===== src/rtl/mem_arbiter_pkg.sv =====
// Shared types for the memory arbiter: FSM state encoding, ARB_MODE
// encodings and the LC-3b word/mask types used at the 16-bit default.
package mem_arbiter_pkg;

  typedef enum logic {
    ST_IDLE = 1'b0,
    ST_BUSY = 1'b1
  } arb_state_e;

  localparam int ARB_RR    = 0;  // round-robin
  localparam int ARB_FIXED = 1;  // fixed priority, port 0 highest

  typedef logic [15:0] lc3b_word;
  typedef logic [1:0]  lc3b_mem_wmask;

endpackage


===== src/rtl/rr_select.sv =====
// Combinational grant selection.
//   req_i        : per-port active request vector
//   last_grant_i : index of the most recently completed grant
//   mode_i       : 0 = round-robin from last_grant_i+1, 1 = lowest index wins
//   winner_o     : selected port index (0 when valid_o is low)
//   valid_o      : at least one port is requesting
module rr_select
  import mem_arbiter_pkg::*;
#(
  parameter  int NUM_PORTS = 2,
  localparam int IDX_W     = $clog2(NUM_PORTS)
) (
  input  logic [NUM_PORTS-1:0] req_i,
  input  logic [IDX_W-1:0]     last_grant_i,
  input  logic                 mode_i,
  output logic [IDX_W-1:0]     winner_o,
  output logic                 valid_o
);

  logic [IDX_W-1:0] idx;

  // Walk the ports in search order and keep the first active one.
  always_comb begin
    winner_o = '0;
    valid_o  = 1'b0;
    idx      = '0;
    for (int i = 0; i < NUM_PORTS; i++) begin
      if (mode_i == 1'(ARB_FIXED)) idx = IDX_W'(i);
      else                         idx = IDX_W'((int'(last_grant_i) + 1 + i) % NUM_PORTS);
      if (!valid_o && req_i[idx]) begin
        valid_o  = 1'b1;
        winner_o = idx;
      end
    end
  end

endmodule


===== src/rtl/mem_arbiter.sv =====
// N-port to single-memory arbiter. One transaction is in flight at a time:
// a winner is picked in IDLE, its command is latched and held on the memory
// side through BUSY until mem_resp, which is forwarded combinationally as a
// one-cycle req_resp pulse to the granted port.
//   clk, reset               : clock, synchronous active-high reset
//   req_read/req_write       : per-port command requests
//   req_address/wdata/byte_enable : per-port command payload
//   req_resp, req_rdata      : per-port completion pulse, shared read data
//   mem_read/mem_write/mem_address/mem_wdata/mem_byte_enable : memory command
//   mem_resp, mem_rdata      : memory completion and read data
module mem_arbiter
  import mem_arbiter_pkg::*;
#(
  parameter  int NUM_PORTS  = 2,
  parameter  int ADDR_WIDTH = 16,
  parameter  int DATA_WIDTH = 16,
  parameter  int ARB_MODE   = ARB_RR,
  localparam int BE_W       = DATA_WIDTH / 8,
  localparam int IDX_W      = $clog2(NUM_PORTS)
) (
  input  logic                                 clk,
  input  logic                                 reset,
  input  logic [NUM_PORTS-1:0]                 req_read,
  input  logic [NUM_PORTS-1:0]                 req_write,
  input  logic [NUM_PORTS-1:0][ADDR_WIDTH-1:0] req_address,
  input  logic [NUM_PORTS-1:0][DATA_WIDTH-1:0] req_wdata,
  input  logic [NUM_PORTS-1:0][BE_W-1:0]       req_byte_enable,
  output logic [NUM_PORTS-1:0]                 req_resp,
  output logic [DATA_WIDTH-1:0]                req_rdata,
  output logic                                 mem_read,
  output logic                                 mem_write,
  output logic [ADDR_WIDTH-1:0]                mem_address,
  output logic [DATA_WIDTH-1:0]                mem_wdata,
  output logic [BE_W-1:0]                      mem_byte_enable,
  input  logic                                 mem_resp,
  input  logic [DATA_WIDTH-1:0]                mem_rdata
);

  arb_state_e       state_q, state_d;
  logic [IDX_W-1:0] grant_q, grant_d;
  logic [IDX_W-1:0] last_q,  last_d;
  logic             cmd_rd_q, cmd_rd_d;
  logic             cmd_wr_q, cmd_wr_d;
  logic [ADDR_WIDTH-1:0] addr_q,  addr_d;
  logic [DATA_WIDTH-1:0] wdata_q, wdata_d;
  logic [BE_W-1:0]       be_q,    be_d;

  logic [IDX_W-1:0] sel_winner;
  logic             sel_valid;

  rr_select #(.NUM_PORTS(NUM_PORTS)) u_sel (
    .req_i        (req_read | req_write),
    .last_grant_i (last_q),
    .mode_i       (ARB_MODE == ARB_FIXED),
    .winner_o     (sel_winner),
    .valid_o      (sel_valid)
  );

  always_ff @(posedge clk) begin
    if (reset) begin
      state_q  <= ST_IDLE;
      grant_q  <= '0;
      last_q   <= IDX_W'(NUM_PORTS - 1);  // port 0 wins first
      cmd_rd_q <= 1'b0;
      cmd_wr_q <= 1'b0;
      addr_q   <= '0;
      wdata_q  <= '0;
      be_q     <= '0;
    end else begin
      state_q  <= state_d;
      grant_q  <= grant_d;
      last_q   <= last_d;
      cmd_rd_q <= cmd_rd_d;
      cmd_wr_q <= cmd_wr_d;
      addr_q   <= addr_d;
      wdata_q  <= wdata_d;
      be_q     <= be_d;
    end
  end

  always_comb begin
    state_d   = state_q;
    grant_d   = grant_q;
    last_d    = last_q;
    cmd_rd_d  = cmd_rd_q;
    cmd_wr_d  = cmd_wr_q;
    addr_d    = addr_q;
    wdata_d   = wdata_q;
    be_d      = be_q;
    req_resp  = '0;
    req_rdata = '0;
    mem_read  = 1'b0;
    mem_write = 1'b0;
    case (state_q)
      ST_IDLE: begin
        if (sel_valid) begin
          state_d  = ST_BUSY;
          grant_d  = sel_winner;
          // Simultaneous read+write resolves to a read.
          cmd_rd_d = req_read[sel_winner];
          cmd_wr_d = req_write[sel_winner] & ~req_read[sel_winner];
          addr_d   = req_address[sel_winner];
          wdata_d  = req_wdata[sel_winner];
          be_d     = req_byte_enable[sel_winner];
        end
      end
      ST_BUSY: begin
        mem_read  = cmd_rd_q;
        mem_write = cmd_wr_q;
        if (mem_resp) begin
          req_resp[grant_q] = 1'b1;
          req_rdata         = mem_rdata;
          state_d           = ST_IDLE;
          last_d            = grant_q;
        end
      end
      default: state_d = ST_IDLE;
    endcase
  end

  // Payload always comes from the command registers, so requester changes
  // during BUSY never reach the memory side.
  assign mem_address     = addr_q;
  assign mem_wdata       = wdata_q;
  assign mem_byte_enable = be_q;

endmodule


===== config.mk =====
export PLATFORM = sky130hd
export DESIGN_NAME = mem_arbiter
export DESIGN_NICKNAME = d
export VERILOG_FILES = /design/src/rtl/mem_arbiter_pkg.sv /design/src/rtl/rr_select.sv /design/src/rtl/mem_arbiter.sv
export SDC_FILE = /design/constraint.sdc
export NUM_CORES = 1
export LEC_CHECK = 0
export CORE_ASPECT_RATIO = 0.75
export CORE_MARGIN = 4
export CORE_UTILIZATION = 35
export CTS_BUF_LIST = sky130_fd_sc_hd__clkbuf_4
export CTS_CLUSTER_DIAMETER = 40
export DETAILED_ROUTE_END_ITERATION = 16
export GPL_ROUTABILITY_DRIVEN = 1
export PLACE_DENSITY = 0.75
export SYNTH_ARGS = -nofsm -noshare
export SYNTH_HDL_FRONTEND = slang
export SYNTH_SLANG_ARGS = --single-unit

===== constraint.sdc =====
create_clock -name clk -period 1.78 [get_ports clk]
set_input_delay 0.178 -clock clk [delete_from_list [all_inputs] [get_ports clk]]
set_output_delay 0.178 -clock clk [all_outputs]
set_load 0.02 [all_outputs]

==> results.cfg <==
[floorplanning]
initial_core_util = 0.365
core-area_um2 = 6900
rows = 26
ioPinCount = 145
die_y_um = 81.4
dieArea_um2 = 8620
fp.dieW_um = 106

[timing]
rsz0062_at_grt = no
fin_skew_ns = 0.00769
max_freq_mhz = 617
setup_violations = 0
relSlewSlack = 0.791
hold_viol = 0
post-route-min-period_ns = 1.62
slew_viol_final = 0
setup_ws_ns = 0.159
period_share = 0.911
hold_ws_ns = 0.151
worst_pin_slew_ns = 0.311

[cts]
post_cts_buffers = 0
clkTransAtPathRegs_ns = 0.12
cts_sinks = 39
htree_levels = 2
clk_latency_ns = 0.34
cts_root_buf = clkbuf_4
cts_tree = done
cts.path.max_buffers = 2
cts_buffers = 5

[logic_synthesis]
synth_top_family_by_area = compound AO/OA/AOI/OAI gates
synth-xor-area-share = 0
synthAdderAreaFrac = 0
synthDominantCellAreaShare = 0.310
yosysSeqAreaShare = 0.310
avgSynthCellArea_um2 = 10.1
syn_area_um2 = 2520
netlist_instances = 250
yosys-top-cells-area = dfxtp_1, a221oi_2, a311oi_2, o21ai_0, inv_1
yosysTopAreaCell = dfxtp_1
synth_compound_area_frac = 0.481
synth_seq_cells = 39
syn-num-nets = 341
yosysUniqueCellTypes = 30
synth_mux_area_frac = 0
ys_warn_count = 0
synth_simple_gate_area_frac = 0.0816

[drt]
routed_wirelength_um = 8810
wl_per_cell_um = 17.8
final_antenna_net_count = 0
drtIter0Drc = 63
routed_via_density = 5.29
num_vias = 2619
drt_pass1_iterations = 4
drc = 0

[finish]
syn_to_final_growth_pct = 68.9
final_area_um2 = 4250
drive_gt1_frac = 0.252
antennaDiodeCount = 0
layout_common_cells = clkdlybuf4s50_1, dfxtp_1, inv_1
mostFrequentLayoutCell = clkdlybuf4s50_1
fin_util = 0.616
fin_nets = 487

[setup_path]
critical_path_required_ns = 2.03
critPathKind = reg2reg
r2r_cells = 4
worst_setup_path_start_kind = flop
cp-end-kind = flop
cp.arrival_ns = 1.87
cp_max_fo = 30

[power]
p_sw_frac = 0.341
switchingPower_mw = 0.884
p_total_mw = 2.59
p_per_area_nw_per_um2 = 609
pwr-share-seq = 0.394
peakVddDrop_uv = 380
clkPwrFrac = 0.177
p_int_mw = 1.70
leakagePower_nw = 1.63
combPwrFrac = 0.428

[global_route]
grt_pass1_vias = 2678
grt_max_degree = 31
grt_pass1_wl_um = 13700
groute.usage.overall = 0.198
gr-total-overflow = 0
antenna_found_initial = 0

[worst_hold_path]
holdPathStages = 2
hold_path_class = in2reg

[placed_design]
gp_congestion = 0.821
place_ws_ns = -0.0647
placed_cell_area_um2 = 4220
dpl.hpwl_um = 6630
numPortBuffers = 144

[outcome]
status = finished, final reports clean

[flow_run]
drv_cap = 0
## cells in the mapped netlist (all sizes together)
master  count
o21ai      37
nand2       1
a211o       1
or2         2
and3       17
and2        2
a21oi       3
a311oi     34
or4b        1
clkbuf     16
nor2        2
nand2b      1
and3b       1
a221oi     34
o21a        1
o21bai      2
nor4        1
o311a       1
dfxtp      39
nand3       1
or4bb       1
inv        35
buf        17
## kinds of logic (layout without fill, tap and decap cells)
kind of cell           Yosys count  after routing
AO/OA/AOI/OAI                  113            113
flip-flops                      39             39
buffers and inverters           68            215
AND/OR/NAND/NOR                 30             30
## worst paths after layout
check	from	slack, ns	end
worst max-delay path	state_q	0.16	mem_address[13]
worst min-delay path	reset	0.15	mem_address[3]
worst max register to register	state_q	0.16	mem_address[13]
worst min register to register	mem_wdata[6]	0.47	mem_wdata[6]
## power by group through the flow
stage,sequential (mW),clock [mW],combinational [mW]
finish,1.02,0.459,1.11
global route,1.03,0.520,1.18
CTS,1.02,0.473,1.12
global placement,1.04,0,1.11
floorplan,1.12,0,0.483
detailed placement,1.04,0,1.13
## per-stage QoR
step / instances / setup TNS, ns
after floorplan: 250 / 0
after global placement: 487 / -0.0275
after detailed placement: 487 / -0.657
after CTS: 495 / 0
after global routing: 495 / 0
final: 495 / 0
## flip-flops by register name, summed over array words and instances (netlist names)
register / cells
last_q: 1
mem_wdata: 16
cmd_wr_q: 1
cmd_rd_q: 1
mem_address: 16
grant_q: 1
mem_byte_enable: 2
state_q: 1
## repair_timing
item | in CTS | in global routing
setup endpoints to repair | 20 | 0
hold buffers | 0 | 0
gates resized for setup | 21 | 0
## routing by layer
metal	GRT usage	wire length, µm
met1	0.250	3980
met5	0	0
met3	0.0542	610
met4	0.0388	89
met2	0.345	4140
## layout make-up
class                   instances  area [µm²]
fillers                       613        2650
repair buffers                172        1730
multi-input cells             143        1430
flip-flops and latches         39         785
inverters                      35         131
well taps                      98         123
clock buffers                   6        45.0
clock inverters                 2        7.51
## worst max-delay path: stages, from the launching register on
cell and delay [ns]:
dfxtp_4 0.45, buf_4 0.22, or2_2 0.36, buf_4 0.22
a221oi_2 0.28
(Power assumes the default switching activity.)
